===== src/rtl/pyr_dense_optical_flow_accel_interp_acc_pkg.sv =====
// Shared widths and round/saturate bound helper for the pyramid dense optical-flow stages.
package pyr_dense_of_pkg;

  localparam int unsigned DEFAULT_PROD_WIDTH = 34;
  localparam int unsigned DEFAULT_TAPS       = 4;
  localparam int unsigned DEFAULT_FRAC_BITS  = 16;
  localparam int unsigned DEFAULT_ACC_WIDTH  = 36;
  localparam int unsigned DEFAULT_OUT_WIDTH  = 17;

  typedef struct packed {
    logic signed [63:0] round_const;
    logic signed [63:0] max_val;
    logic signed [63:0] min_val;
  } rs_bounds_t;

  function automatic rs_bounds_t rs_bounds(input int unsigned out_width,
                                           input int unsigned frac_bits);
    rs_bounds_t b;
    b.round_const = 64'sd1 <<< (frac_bits - 1);
    b.max_val     = (64'sd1 <<< (out_width - 1)) - 64'sd1;
    b.min_val     = -(64'sd1 <<< (out_width - 1));
    return b;
  endfunction

endpackage


===== src/rtl/pyr_dense_optical_flow_accel_interp_acc_if.sv =====
// Product-in / sample-out valid-ready bus of the interpolation accumulator.
interface pyr_dense_optical_flow_accel_interp_acc_if #(
  parameter int unsigned PROD_WIDTH = pyr_dense_of_pkg::DEFAULT_PROD_WIDTH,
  parameter int unsigned OUT_WIDTH  = pyr_dense_of_pkg::DEFAULT_OUT_WIDTH
);
  logic                  in_valid;
  logic                  in_ready;
  logic [PROD_WIDTH-1:0] in_prod;
  logic                  out_valid;
  logic                  out_ready;
  logic [OUT_WIDTH-1:0]  out_data;
  logic                  out_sat;

  modport master (
    output in_valid, in_prod, out_ready,
    input  in_ready, out_valid, out_data, out_sat
  );

  modport slave (
    input  in_valid, in_prod, out_ready,
    output in_ready, out_valid, out_data, out_sat
  );
endinterface


===== src/rtl/pyr_dense_optical_flow_accel_round_sat.sv =====
// Round-half-up, arithmetic shift by FRAC_BITS and clamp to a signed OUT_WIDTH sample.
module pyr_dense_optical_flow_accel_round_sat
  import pyr_dense_of_pkg::*;
#(
  parameter int unsigned ACC_WIDTH = DEFAULT_ACC_WIDTH,
  parameter int unsigned FRAC_BITS = DEFAULT_FRAC_BITS,
  parameter int unsigned OUT_WIDTH = DEFAULT_OUT_WIDTH
) (
  input  logic signed [ACC_WIDTH-1:0] sum,
  output logic        [OUT_WIDTH-1:0] value,
  output logic                        sat
);

  localparam rs_bounds_t BOUNDS = rs_bounds(OUT_WIDTH, FRAC_BITS);
  localparam logic signed [63:0] SAT_MAX = BOUNDS.max_val;
  localparam logic signed [63:0] SAT_MIN = BOUNDS.min_val;
  localparam logic signed [63:0] RND_64  = BOUNDS.round_const;
  localparam logic signed [ACC_WIDTH:0] RND     = RND_64[ACC_WIDTH:0];
  localparam logic [OUT_WIDTH-1:0]      MAX_OUT = SAT_MAX[OUT_WIDTH-1:0];
  localparam logic [OUT_WIDTH-1:0]      MIN_OUT = SAT_MIN[OUT_WIDTH-1:0];

  logic signed [ACC_WIDTH:0] biased;
  logic signed [ACC_WIDTH:0] shifted;
  logic signed [63:0]        r_ext;

  // One guard bit keeps the rounding add from wrapping at the positive limit.
  always_comb begin
    biased  = {sum[ACC_WIDTH-1], sum} + RND;
    shifted = biased >>> FRAC_BITS;
    r_ext   = {{(63 - ACC_WIDTH){shifted[ACC_WIDTH]}}, shifted};
    value   = shifted[OUT_WIDTH-1:0];
    sat     = 1'b0;
    if (r_ext > SAT_MAX) begin
      value = MAX_OUT;
      sat   = 1'b1;
    end else if (r_ext < SAT_MIN) begin
      value = MIN_OUT;
      sat   = 1'b1;
    end
  end

endmodule


===== src/rtl/pyr_dense_optical_flow_accel_interp_acc.sv =====
// Accumulates TAPS signed products per group and emits a rounded, saturated sample.
// Optional saturation counter port sat_count: PYR_DENSE_OF_INTERP_SAT_CNT_EN.
module pyr_dense_optical_flow_accel_interp_acc
  import pyr_dense_of_pkg::*;
#(
  parameter int unsigned PROD_WIDTH = DEFAULT_PROD_WIDTH,
  parameter int unsigned TAPS       = DEFAULT_TAPS,
  parameter int unsigned FRAC_BITS  = DEFAULT_FRAC_BITS,
  parameter int unsigned ACC_WIDTH  = DEFAULT_ACC_WIDTH,
  parameter int unsigned OUT_WIDTH  = DEFAULT_OUT_WIDTH
) (
  input  logic clk,
  input  logic reset,
  input  logic ce,
`ifdef PYR_DENSE_OF_INTERP_SAT_CNT_EN
  output logic [15:0] sat_count,
`endif
  pyr_dense_optical_flow_accel_interp_acc_if.slave bus
);

  localparam int unsigned     CNT_W    = (TAPS > 1) ? $clog2(TAPS) : 1;
  localparam logic [CNT_W-1:0] LAST_TAP = CNT_W'(TAPS - 1);

  logic [CNT_W-1:0]            tap_cnt;
  logic signed [ACC_WIDTH-1:0] acc;
  logic signed [ACC_WIDTH-1:0] prod_ext;
  logic signed [ACC_WIDTH-1:0] sum;
  logic                        last_tap;
  logic                        hold;
  logic                        in_fire;
  logic                        out_fire;
  logic [OUT_WIDTH-1:0]        rs_value;
  logic                        rs_sat;
  logic                        out_valid_q;
  logic [OUT_WIDTH-1:0]        out_data_q;
  logic                        out_sat_q;

  assign prod_ext = {{(ACC_WIDTH - PROD_WIDTH){bus.in_prod[PROD_WIDTH-1]}}, bus.in_prod};
  assign sum      = acc + prod_ext;
  assign last_tap = (tap_cnt == LAST_TAP);
  assign hold     = out_valid_q & ~bus.out_ready;

  // Only the closing tap of a group needs the output register free.
  assign bus.in_ready = ~(hold & last_tap);
  assign in_fire      = ce & bus.in_valid & bus.in_ready;
  assign out_fire     = ce & out_valid_q & bus.out_ready;

  assign bus.out_valid = out_valid_q;
  assign bus.out_data  = out_data_q;
  assign bus.out_sat   = out_sat_q;

  pyr_dense_optical_flow_accel_round_sat #(
    .ACC_WIDTH (ACC_WIDTH),
    .FRAC_BITS (FRAC_BITS),
    .OUT_WIDTH (OUT_WIDTH)
  ) u_round_sat (
    .sum   (sum),
    .value (rs_value),
    .sat   (rs_sat)
  );

  always_ff @(posedge clk) begin
    if (reset) begin
      tap_cnt     <= '0;
      acc         <= '0;
      out_valid_q <= 1'b0;
      out_data_q  <= '0;
      out_sat_q   <= 1'b0;
    end else if (ce) begin
      if (in_fire) begin
        tap_cnt <= last_tap ? '0 : tap_cnt + CNT_W'(1);
        acc     <= (tap_cnt == '0) ? prod_ext : sum;
      end
      if (in_fire && last_tap) begin
        out_data_q  <= rs_value;
        out_sat_q   <= rs_sat;
        out_valid_q <= 1'b1;
      end else if (out_fire) begin
        out_valid_q <= 1'b0;
      end
    end
  end

`ifdef PYR_DENSE_OF_INTERP_SAT_CNT_EN
  always_ff @(posedge clk) begin
    if (reset) begin
      sat_count <= '0;
    end else if (in_fire && last_tap && rs_sat && (sat_count != '1)) begin
      sat_count <= sat_count + 16'd1;
    end
  end
`endif

endmodule


===== src/flat_wrapper.sv =====
// flat-port wrapper written by rule: the top's interface ports become plain ports
module pyr_dense_optical_flow_accel_interp_acc_flat import pyr_dense_of_pkg::*;
#(
  parameter int unsigned PROD_WIDTH = DEFAULT_PROD_WIDTH,
  parameter int unsigned TAPS       = DEFAULT_TAPS,
  parameter int unsigned FRAC_BITS  = DEFAULT_FRAC_BITS,
  parameter int unsigned ACC_WIDTH  = DEFAULT_ACC_WIDTH,
  parameter int unsigned OUT_WIDTH  = DEFAULT_OUT_WIDTH
)
  (clk, reset, ce, bus_in_valid, bus_in_prod, bus_out_ready, bus_in_ready, bus_out_valid, bus_out_data, bus_out_sat);
  pyr_dense_optical_flow_accel_interp_acc_if #(.PROD_WIDTH(PROD_WIDTH), .OUT_WIDTH(OUT_WIDTH)) bus_i ();
  input  logic clk;
  input  logic reset;
  input  logic ce;
  input wire logic [$bits(bus_i.in_valid)-1:0] bus_in_valid;
  input wire logic [$bits(bus_i.in_prod)-1:0] bus_in_prod;
  input wire logic [$bits(bus_i.out_ready)-1:0] bus_out_ready;
  output wire logic [$bits(bus_i.in_ready)-1:0] bus_in_ready;
  output wire logic [$bits(bus_i.out_valid)-1:0] bus_out_valid;
  output wire logic [$bits(bus_i.out_data)-1:0] bus_out_data;
  output wire logic [$bits(bus_i.out_sat)-1:0] bus_out_sat;
  assign bus_i.in_valid = bus_in_valid;
  assign bus_i.in_prod = bus_in_prod;
  assign bus_i.out_ready = bus_out_ready;
  assign bus_in_ready = bus_i.in_ready;
  assign bus_out_valid = bus_i.out_valid;
  assign bus_out_data = bus_i.out_data;
  assign bus_out_sat = bus_i.out_sat;
  pyr_dense_optical_flow_accel_interp_acc #(.PROD_WIDTH(PROD_WIDTH), .TAPS(TAPS), .FRAC_BITS(FRAC_BITS), .ACC_WIDTH(ACC_WIDTH), .OUT_WIDTH(OUT_WIDTH)) u_core (.clk(clk), .reset(reset), .ce(ce), .bus(bus_i));
endmodule

===== config.mk =====
export PLATFORM = sky130hd
export DESIGN_NAME = pyr_dense_optical_flow_accel_interp_acc_flat
export DESIGN_NICKNAME = d
export VERILOG_FILES = /design/src/rtl/pyr_dense_optical_flow_accel_interp_acc_pkg.sv /design/src/rtl/pyr_dense_optical_flow_accel_interp_acc_if.sv /design/src/rtl/pyr_dense_optical_flow_accel_round_sat.sv /design/src/rtl/pyr_dense_optical_flow_accel_interp_acc.sv /design/src/flat_wrapper.sv
export SDC_FILE = /design/constraint.sdc
export NUM_CORES = 1
export LEC_CHECK = 0
export ABC_AREA = 1
export BUFFER_PORTS_ARGS = -buffer_cell sky130_fd_sc_hd__buf_2
export CELL_PAD_IN_SITES_DETAIL_PLACEMENT = 0
export CELL_PAD_IN_SITES_GLOBAL_PLACEMENT = 2
export CORE_MARGIN = 2
export CORE_UTILIZATION = 32
export DETAILED_ROUTE_END_ITERATION = 10
export MAX_ROUTING_LAYER = met4
export PLACE_DENSITY_LB_ADDON = 0.1
export SETUP_SLACK_MARGIN = 0.4
export SYNTH_ARGS = -nofsm -noshare
export SYNTH_HDL_FRONTEND = slang
export SYNTH_SLANG_ARGS = --single-unit

===== constraint.sdc =====
create_clock -name clk -period 3.3 [get_ports clk]
set_input_delay 0.33 -clock clk [delete_from_list [all_inputs] [get_ports clk]]
set_output_delay 0.33 -clock clk [all_outputs]
set_load 0.005 [all_outputs]

# ---- After elaboration in Yosys (flattened, before gate mapping)
# Cells that the tools add are included.
dict set report op_classes {
  n_reduce_logical 6
  eq_ne 1
  order_cmp 2
  bitwise 8
  add_sub_neg 3
  mux 8
}
# op count
set ops {}
lappend ops {{$add A36 B17 Y37 const B} 1}
lappend ops {{$add A36 B34 Y36} 1}
lappend ops {{$mux W36} 1}
lappend ops {{$mux W17} 2}
lappend ops {{$gt A21 B17 Y1 const B} 1}
lappend ops {{$lt A21 B17 Y1 const B} 1}
lappend ops {{$and A1 B1 Y1} 6}
lappend ops {{$reduce_and A2 Y1} 3}
lappend ops {{$mux W1} 4}
lappend ops {{$add A2 B1 Y2 const B} 1}
lappend ops {{$eq A2 B2 Y1 const B} 1}
lappend ops {{$logic_not A2 Y1} 1}
lappend ops {{$mux W2} 1}
lappend ops {{$not A1 Y1} 2}
lappend ops {{$reduce_bool A2 Y1} 1}
lappend ops {{$logic_and A1 B1 Y1} 1}
dict set report totals {
  word_cells 33
  ff_bits 57
  inputBits 39
  output_inout_bits 20
}

# ---- Depth between registers and ports, before layout
# Gate-level depths: netlist of run 1.
dict set report logic_depth {
  ltp_word 8
  depth_mapped 27
  ltp_nobuf 26
}

# ---- By module
# Synthesis of run 1 repeated with hierarchy kept, for this count alone.
dict set report unflattened {
  hier_cells 1083
  hier_area_um2 6053.3
}
# mod instances area_each_um2 cells_each seq_area_each_um2
set modules_own_cells {}
lappend modules_own_cells {pyr_dense_optical_flow_accel_interp_acc 1 5288.8 943 1141.1}
lappend modules_own_cells {pyr_dense_optical_flow_accel_round_sat 1 764.5 140 0.0}

# ---- Least setup slack after synthesis of run 1
# No wires, ideal clock.
dict set report synth_path {
  kind {input port to flip-flop}
  startpoint {input bus_in_prod[0]}
  endpoint {register u_core.out_data_q[7] (netlist: u_core.bus.out_data[7])}
  t_required_ns 3.191
  setup_slack_ns 0.325
  n_path_buf 1
  arrival_ns 2.866
  stages 25
  setup_time_ns 0.109
  cell_sequence {ha_1 -> inv_1 -> fa_1 -> inv_1 -> nand2_1 -> nand2_1 -> nand3_1 -> nand2_1 -> nand2_1 -> nand3b_1 -> nand2_1 -> inv_1 -> ha_1 -> nand2_1 -> nor2_1 -> nand3_1 -> nand2_1 -> nand2_1 -> nor2_2 -> nand2_2 -> nand2_4 -> buf_12 -> nand3_2 -> nand2_1 -> inv_1}
}
dict set report synth_between {
  elab_chain_len 5
  word_cells_on_any_way 6
  classes_between {2 x add/sub; 2 x order compare; 2 x mux}
}
# item line
set synth_rtl {}
lappend synth_rtl {{start, declared} flat_wrapper.sv:16} ;# input wire logic [$bits(bus_i.in_prod)-1:0] bus_in_prod;
lappend synth_rtl {{$add A36 B34 Y36 (*)} pyr_dense_optical_flow_accel_interp_acc.sv:39} ;# assign sum = acc + prod_ext;
lappend synth_rtl {{$add A36 B17 Y37 (*)} pyr_dense_optical_flow_accel_round_sat.sv:28} ;# biased = {sum[ACC_WIDTH-1], sum} + RND;
lappend synth_rtl {{$lt A21 B17 Y1} pyr_dense_optical_flow_accel_round_sat.sv:36} ;# end else if (r_ext < SAT_MIN) begin
lappend synth_rtl {{$mux W17} pyr_dense_optical_flow_accel_round_sat.sv:36}
lappend synth_rtl {{$mux W17 (*)} pyr_dense_optical_flow_accel_round_sat.sv:33} ;# if (r_ext > SAT_MAX) begin
lappend synth_rtl {{end signal, assigned} pyr_dense_optical_flow_accel_interp_acc.sv:75} ;# out_data_q <= rs_value;
lappend synth_rtl {{end, declared} pyr_dense_optical_flow_accel_interp_acc.sv:35} ;# logic [OUT_WIDTH-1:0] out_data_q;
# Every way passes the cells marked *; elsewhere a longest branch is shown, timed or not.
# A chain may end at the register's enable or synchronous reset.

# ---- Worst setup path in the final report of run 1
dict set report layout_path {
  startpoint {register u_core.acc[0]}
  endpoint {register u_core.out_data_q[12] (netlist: u_core.bus.out_data[12])}
}
dict set report layout_between {
  elab_chain_len 5
  word_cells_on_any_way 6
  classes_between {2 x add/sub; 2 x order compare; 2 x mux}
}
# item line
set layout_rtl {}
lappend layout_rtl {{start, declared} pyr_dense_optical_flow_accel_interp_acc.sv:25} ;# logic signed [ACC_WIDTH-1:0] acc;
lappend layout_rtl {{start signal, assigned} pyr_dense_optical_flow_accel_interp_acc.sv:72} ;# acc <= (tap_cnt == '0) ? prod_ext : sum;
lappend layout_rtl {{$add A36 B34 Y36 (*)} pyr_dense_optical_flow_accel_interp_acc.sv:39}
lappend layout_rtl {{$add A36 B17 Y37 (*)} pyr_dense_optical_flow_accel_round_sat.sv:28}
lappend layout_rtl {{$lt A21 B17 Y1} pyr_dense_optical_flow_accel_round_sat.sv:36}
lappend layout_rtl {{$mux W17} pyr_dense_optical_flow_accel_round_sat.sv:36}
lappend layout_rtl {{$mux W17 (*)} pyr_dense_optical_flow_accel_round_sat.sv:33}
# Marked as above.

==> Flow_metrics.wiki, run 1 <==
{| class="wikitable"
! Metric !! Value
|-
| Transition time at the pin with the least slew margin || 0.686 ns
|-
| Critical Path Start || u_core.acc[0]
|-
| Minimum period implied by the final worst setup slack || 2.93 ns
|-
| Synthesis-to-finish area growth || 39.1%
|-
| Combined global-route utilization of all metal layers || 22.7%
|-
| Number of inserted filler cells in the final layout || 2,237
|-
| Core Area || 19,400 µm²
|-
| Total gr overflow || 0
|-
| Wirelength, routed || 22,500 µm
|-
| Post-layout worst setup margin || 0.367 ns
|-
| Buffers from clock root to sink, at most || 2
|-
| Max Cap Violations || 0
|-
| Antenna violations before repair || 1
|-
| Number of antenna cells inserted || 0
|-
| Post-synthesis instance total || 1,092
|-
| Hold crit path type || in2reg
|-
| Top post-synthesis cells by count || 390 x nand2_1, 163 x inv_1, 75 x a21oi_1, 60 x nor2_1, 57 x dfxtp_1
|-
| Gpl congestion || 0.848
|-
| Startpoint-to-endpoint class of the critical path || reg2reg
|-
| Share of power burned in the clock network || 29.0%
|-
| Power density of the placed cells || 367 nW/µm²
|-
| Number of placed instances with taps included || 1,443
|-
| Critical path peak fanout || 8
|-
| Final cycle utilization of the critical path || 88.9%
|-
| Delay of the slowest critical-path stage || 0.35 ns
|-
| Number of hold violations in the final report || 0
|-
| Unique cell type count in the Yosys netlist || 36
|-
| Clock tree from TritonCTS || yes
|-
| Remaining design rule violation count || 0
|-
| Total of flip-flops plus latches after synthesis || 57
|-
| Share of layout cells above drive strength 1 || 35.8%
|-
| Setup repair after global routing missed its margin || true
|-
| Switching power || 1.35 mW
|-
| Sequential cell area fraction in the yosys report || 18.1%
|-
| Area share of the largest cell type after synthesis || 23.3%
|-
| Clock latency on the worst-skew pair || 0.35 ns
|-
| Arrival time at the worst endpoint || 3.23 ns
|-
| CTS Buf Count || 9
|-
| Average size of a mapped cell || 5.76 µm²
|-
| Most common cell on crit path || nand2_2
|-
| Depth of the CTS H-tree || 3
|-
| Worst rel slew slack || 54.2%
|-
| Layout net count || 1,290
|-
| Endpoint type of the worst setup path || register
|-
| Post-route worst hold slack || 0.271 ns
|-
| Worst setup skew after layout || 0.00652 ns
|-
| Die Area || 20,800 µm²
|-
| Biggest area consumer among synthesized cells || nand2_1
|-
| Vias after detailed routing || 6,885
|-
| Number of enable-type register cells in the synthesized netlist || 0
|-
| Fraction of power consumed by combinational cells || 47.5%
|-
| Initial core utilization || 32.4%
|-
| Post-DP HPWL || 17,100 µm
|-
| Vias in the first global route || 6,530
|-
| Result of the run || completed
|-
| Worst Setup Slack post-DPL || -0.197 ns
|-
| Number of ports placed on the die boundary || 59
|-
| Clock-pin slew of the registers on the worst-case setup and hold paths || 0.06 ns
|-
| Port bufs || 58
|-
| Most common flop cell mapped by yosys || dfxtp_1
|-
| Switching share of power || 42.1%
|-
| Yosys synthesis warning count || 0
|-
| P_leak || 4.29 nW
|-
| Cell at the slowest stage of the critical path || dfxtp_2
|-
| Peak ir drop on the vdd network || 0.000272 V
|-
| Max Fclk || 0.341 GHz
|-
| Fraction of registers with async set/reset || 0%
|-
| Library cell with the highest instance count after synthesis || nand2_1
|-
| Filler-free cell count of the finished design || 1,482
|-
| Global-route wire length before repair || 35,100 µm
|-
| Worst Setup Start Kind || register
|-
| Clk Tree Root Cell || clkbuf_16
|-
| DIE HEIGHT || 144 µm
|-
| Std-Cell Rows || 51
|-
| Endpoints failing setup || 0
|-
| Initial DRT Pass Iterations || 4
|-
| Top cell family by delay on the critical path || simple AND/OR/NAND/NOR gates
|-
| Number of routed nets with antenna violations || 0
|-
| Critical path data required time || 3.60 ns
|-
| Violation count after the first detailed-route iteration || 326
|-
| Vias per cell || 4.65
|-
| Cell area after synthesis || 6290 µm²
|-
| Synth area leaders || nand2_1 23%, dfxtp_1 18%, inv_1 9.7%
|-
| CTS sink cnt || 57
|-
| Number of max-slew violations in the final report || 0
|-
| Width of the die || 144 µm
|-
| Sequential fraction of design power || 23.4%
|-
| Crit path buf inv count || 4
|-
| FF-to-FF Start || u_core.acc[0]
|-
| Number of nets in the synthesized netlist || 1,170
|-
| Hold path start || ce
|-
| Overall power of the completed layout || 3.21 mW
|-
| Design internal power || 1.86 mW
|-
| Drt wl/cell || 15.2 µm
|-
| Maximum number of pins on one net before global-route repair || 53
|}
-- final timing paths --
path	slack [ns]	to	cells past startpoint
worst max-delay path	0.37	u_core.bus.out_data[12]	25
worst min-delay path	0.27	u_core.bus.out_valid	4
worst max register to register	0.37	u_core.bus.out_data[12]	25
worst min register to register	0.47	u_core.acc[31]	2
-- worst reg2reg max path: stages, from the launching register on --
cell	delay (ns)
dfxtp_2	0.35
ha_4	0.14
inv_2	0.03
fa_2	0.34
inv_2	0.09
nand2_2	0.05
nand2_2	0.07
nand3_2	0.07
nand2_2	0.11
nand2_4	0.06
nand3b_1	0.09
nand2_2	0.11
buf_6	0.14
nor2_4	0.07
nand3_2	0.09
nor2_2	0.12
nand2_2	0.09
nor2_4	0.13
nand3_2	0.09
nand2_4	0.09
nand3_4	0.15
nand2_8	0.17
nand2_4	0.06
nand3_4	0.07
nand2_2	0.06
inv_2	0.03
-- power by group through the flow --
stage	Clock (mW)	Combinational [mW]	Sequential (mW)
6_report	0.931	1.53	0.752
2_1_floorplan	0	0.782	0.752
3_5_place_dp	0	1.16	0.756
5_1_grt	0.979	1.68	0.755
4_1_cts	0.960	1.38	0.748
3_3_place_gp	0	1.16	0.755
-- repair_timing --
action | in CTS | in global routing
hold buffers | 0 | 0
cloned | 4 | 0
pin swaps | 36 | 64
endpoints found under the setup margin | 17 | 18
buffers inserted | 11 | 8
gates resized for setup | 143 | 117
endpoints found under the hold margin | 0 | 0
-- per-stage QoR --
step | cell area (µm²) | utilization (%) | setup TNS (ns)
final | 8750 | 45.1 | 0
after global placement | 7180 | 37.0 | -2.89
after detailed placement | 7180 | 37.0 | -2.94
after global routing | 8750 | 45.1 | 0
after CTS | 8250 | 42.5 | 0
after floorplan | 6290 | - | 0
-- kinds of logic (layout without fill, tap and decap cells) --
logic type / count (synthesis) / after routing / share of synthesized area, %
buf+inv: 214 / 335 / 13.4
simple gates: 612 / 616 / 44.1
flops: 57 / 57 / 18.1
compound gates: 143 / 143 / 12.7
fa+ha+maj: 39 / 39 / 7.88
xor+xnor: 27 / 27 / 3.76
-- layer usage --
layer	track usage, %	vias to the layer above	share of wire, %
met1	30.7	3131	50
met5	-	-	0
met4	5.37	0	1.1
met2	36.6	88	46
met3	2.55	17	3.2
li1	-	3649	-
-- sequential cells by signal, summed over array words and instances, names as in the netlist --
signal / flops
u_core.acc: 36
u_core.tap_cnt: 2
u_core.bus.out_sat: 1
u_core.bus.out_data: 17
u_core.bus.out_valid: 1
-- cell usage in the layout, fill, tap and decap left out, types with 4 or more instances in the layout --
cell / n
dfxtp_1: 50
nand2_4: 23
o211ai_1: 15
o21ai_0: 32
a31oi_1: 4
a21oi_1: 63
inv_1: 155
nand2_1: 315
clkbuf_16: 9
nor2_4: 31
nor2_1: 28
clkinv_1: 4
a21oi_2: 12
buf_4: 69
nor2_2: 27
nand2_8: 5
nand3_1: 39
nand3_4: 7
nand3b_1: 6
inv_2: 27
xor2_1: 24
dfxtp_2: 7
nand2_2: 86
o21a_1: 17
ha_2: 4
nand3_2: 21
ha_1: 8
buf_2: 58
nand4_1: 11
ha_4: 26
-- layout make-up --
type                       count  area [µm²]  share of cell area [%]
inverter                     189         717                    8.20
timing repair buffer         130         842                    9.63
sequential                    57        1150                    13.1
tap                          265         332                    3.79
clock inverter                 5        30.0                   0.343
clock buffer                  11         253                    2.89
multi-input combinational    825        5420                    62.0
Note: power is estimated with default switching activity, not from simulation.
==> inputs of run 2 (changes only) <==
Settings changed: CORE_UTILIZATION 32 to 33, CTS_BUF_LIST set to sky130_fd_sc_hd__clkbuf_4.
==> run 2 against run 1 <==
Against the previous run:
- critical path depth decreased by 1
- non-clock buffer count increased by 20
- critical path type unchanged
- fmax fell by 2.2%
- global-route usage grew 0.55 points
- wire length down 0.55%
- clock-buffer cell count down 1
- via count rose by 0.17%
- sequential share of layout area increased by 0.37 points
- utilization is 0.38 points higher
==> Flow_metrics.wiki, run 2 (synthesis gave the netlist of run 1 again) <==
{| class="wikitable"
! Metric !! Value
|-
| Startpoint-to-endpoint class of the critical path || reg2reg
|-
| Vias after detailed routing || 6,897 (+0.17%)
|-
| Initial core utilization || 33.6% (+1.2 points)
|-
| Peak ir drop on the vdd network || 0.000143 V (-47%)
|-
| Buffers from clock root to sink, at most || 2 (unchanged)
|-
| Transition time at the pin with the least slew margin || 0.853 ns (+0.166 ns)
|-
| CTS sink cnt || 57 (unchanged)
|-
| Clock latency on the worst-skew pair || 0.47 ns (+0.12 ns)
|-
| Max Fclk || 0.333 GHz (-2.2%)
|-
| Port bufs || 58 (unchanged)
|-
| Depth of the CTS H-tree || 3 (unchanged)
|-
| CTS Buf Count || 9 (unchanged)
|-
| Maximum number of pins on one net before global-route repair || 41 (-23%)
|-
| Number of inserted filler cells in the final layout || 2,049 (-8.4%)
|-
| Worst rel slew slack || 42.8% (-11 points)
|-
| Result of the run || completed
|-
| FF-to-FF Start || u_core.acc[0]
|-
| Share of layout cells above drive strength 1 || 34.8% (-1.1 points)
|-
| Remaining design rule violation count || 0 (unchanged)
|-
| Violation count after the first detailed-route iteration || 258 (-21%)
|-
| Worst Setup Start Kind || register
|-
| Number of flip-flops in the largest register || 36 (unchanged)
|-
| Critical path data required time || 3.69 ns (+0.09 ns)
|-
| Vias per cell || 4.69 (+0.85%)
|-
| Final cycle utilization of the critical path || 90.9% (+2.0 points)
|-
| Arrival time at the worst endpoint || 3.39 ns (+0.16 ns)
|-
| Drt wl/cell || 15.2 µm (+0.13%)
|-
| Post-Route Utilization || 45.5% (+0.38 points)
|-
| Worst Setup Slack post-DPL || -0.167 ns (+0.0303 ns)
|-
| Die Area || 20,200 µm² (-2.9%)
|-
| Number of hold violations in the final report || 0 (unchanged)
|-
| Endpoints failing setup || 0 (unchanged)
|-
| Most common library cell in the layout ignoring fill and taps || nand2_1
|-
| Post-layout worst setup margin || 0.299 ns (-0.0672 ns)
|-
| Std-Cell Rows || 50 (-2.0%)
|-
| Core Area || 18,700 µm² (-3.6%)
|-
| Clock tree from TritonCTS || yes
|-
| Gpl congestion || 0.881 (+3.8%)
|-
| Worst reg2reg path endpoint || u_core.bus.out_sat
|-
| Top library cells by usage in the layout, fill and taps aside || 332 x nand2_1, 157 x inv_1, 89 x buf_4
|-
| Synthesis-to-finish area growth || 35.3%
|-
| DIE HEIGHT || 142 µm (-1.5%)
|-
| Minimum period implied by the final worst setup slack || 3.00 ns (+0.0672 ns)
|-
| Initial DRT Pass Iterations || 5 (+1)
|-
| Number of routed nets with antenna violations || 0 (unchanged)
|-
| Max Cap Violations || 0 (unchanged)
|-
| Capture endpoint of the worst hold path || u_core.bus.out_valid
|-
| Hold crit path type || in2reg
|-
| Register name with the most flops || u_core.acc
|-
| Total gr overflow || 0 (unchanged)
|-
| Global-route wire length before repair || 35,400 µm (+0.77%)
|-
| Width of the die || 142 µm (-1.5%)
|-
| Wirelength, routed || 22,400 µm (-0.55%)
|-
| P_leak || 4.27 nW (-0.42%)
|-
| Overall power of the completed layout || 2.78 mW (-13%)
|-
| Vias in the first global route || 6,729 (+3.0%)
|-
| Power density of the placed cells || 327 nW/µm² (-11%)
|-
| Combined global-route utilization of all metal layers || 23.3% (+0.55 points)
|-
| Antenna violations before repair || 1 (unchanged)
|-
| Cell depth of the worst hold path || 4 (unchanged)
|-
| Worst reg2reg setup slack || 0.30 ns (-0.07 ns)
|-
| Number of ports placed on the die boundary || 59 (unchanged)
|-
| Layout net count || 1,310 (+1.6%)
|-
| Endpoint type of the worst setup path || register
|-
| Clock-pin slew of the registers on the worst-case setup and hold paths || 0.13 ns (+0.07 ns)
|-
| Hold path start || bus_out_ready
|-
| Setup repair after global routing missed its margin || true
|-
| Post-DP HPWL || 17,300 µm (+1.3%)
|-
| Clk Tree Root Cell || clkbuf_4
|-
| Critical path peak fanout || 4 (-4)
|-
| Count of cells along the worst register-to-register path || 24 (-4.0%)
|-
| Number of max-slew violations in the final report || 0 (unchanged)
|-
| Worst setup skew after layout || 0.0255 ns (+0.0189 ns)
|}
[run 2: cell count changes in the layout (fill, tap and decap cells not counted), moves of 7 or more]
cell / change
buf_4: +20
clkbuf_16: -9
clkbuf_4: +10
ha_4: -8
nand2_1: +17
nand2_2: -14
nand3_2: +7
[run 2: worst max-delay path, stage by stage, from the launching register on]
cell and delay (ns):
dfxtp_2 0.36, ha_4 0.13, inv_2 0.03, fa_2 0.37, inv_4 0.09, nand2_2 0.05
nand2_2 0.06, buf_4 0.10, and2_4 0.15, nand2_2 0.07, nand3_4 0.08, nand2_4 0.07
nand3b_4 0.08, nand2_4 0.08, nor2_4 0.14, nand2_4 0.07, nor2_4 0.12, buf_4 0.11
nand4_1 0.08, nand2_2 0.15, nand3_4 0.17, nand2_4 0.15, nand3_2 0.07, nand2_1 0.09
inv_1 0.03
[run 2: worst max-delay path by stage]
stage | from | end | slack [ns] | cells after the start
2_1_floorplan | bus_in_prod[0] | u_core.bus.out_data[7] | 0.42 | 25
3_3_place_gp | bus_in_prod[0] | u_core.bus.out_data[4] | -0.18 | 22
3_5_place_dp | bus_in_prod[0] | u_core.bus.out_data[0] | -0.17 | 22
4_1_cts | u_core.acc[0] | u_core.bus.out_data[2] | 0.36 | 25
5_1_grt | u_core.acc[14] | u_core.bus.out_sat | 0.09 | 22
6_report | u_core.acc[0] | u_core.bus.out_sat | 0.30 | 24
[run 2: repair_timing]
action                     CTS  global route
resized for setup          113           109
hold endpoints to repair     0             0
setup endpoints to repair   17            18
pin swaps                   41            55
setup buffers               15            15
cloned                       3             1
hold buffers                 0             0
[run 2: layer usage]
metal  wire length (µm)  up-vias  global-route usage, %
met5                  0        -                      -
met4                309        0                   6.58
met3                617       16                   1.95
met2              10000       98                   37.1
met1              11500     3094                   31.7
li1                   -     3689                      -
[run 2: per-stage QoR]
stage                     cell area, µm²  hold WS, ns  std cells  setup TNS (ns)
after floorplan                     6290        0.449       1092               0
after global placement              7210        0.457       1421           -2.67
after detailed placement            7210        0.461       1421           -2.34
after CTS                           7930        0.128       1455               0
after global routing                8500        0.156       1472               0
final                               8500        0.149       1472               0
[run 2: cell type report]
type	instances	area, µm²	share of cell area [%]
Multi-Input combinational cell	825	5240	61.6
Inverter	189	714	8.40
Clock inverter	6	35.0	0.412
Timing Repair Buffer	150	992	11.7
Sequential cell	57	1150	13.5
Clock buffer	10	75.1	0.883
Antenna cell	1	2.50	0.0294
Tap cell	234	293	3.44
[run 2: where the power goes]
group          switching, mW  total, mW  leakage (nW)  internal (mW)
registers             0.0245      0.749         0.468          0.724
logic                  0.926       1.53          3.74          0.602
clock network          0.344      0.502        0.0636          0.158
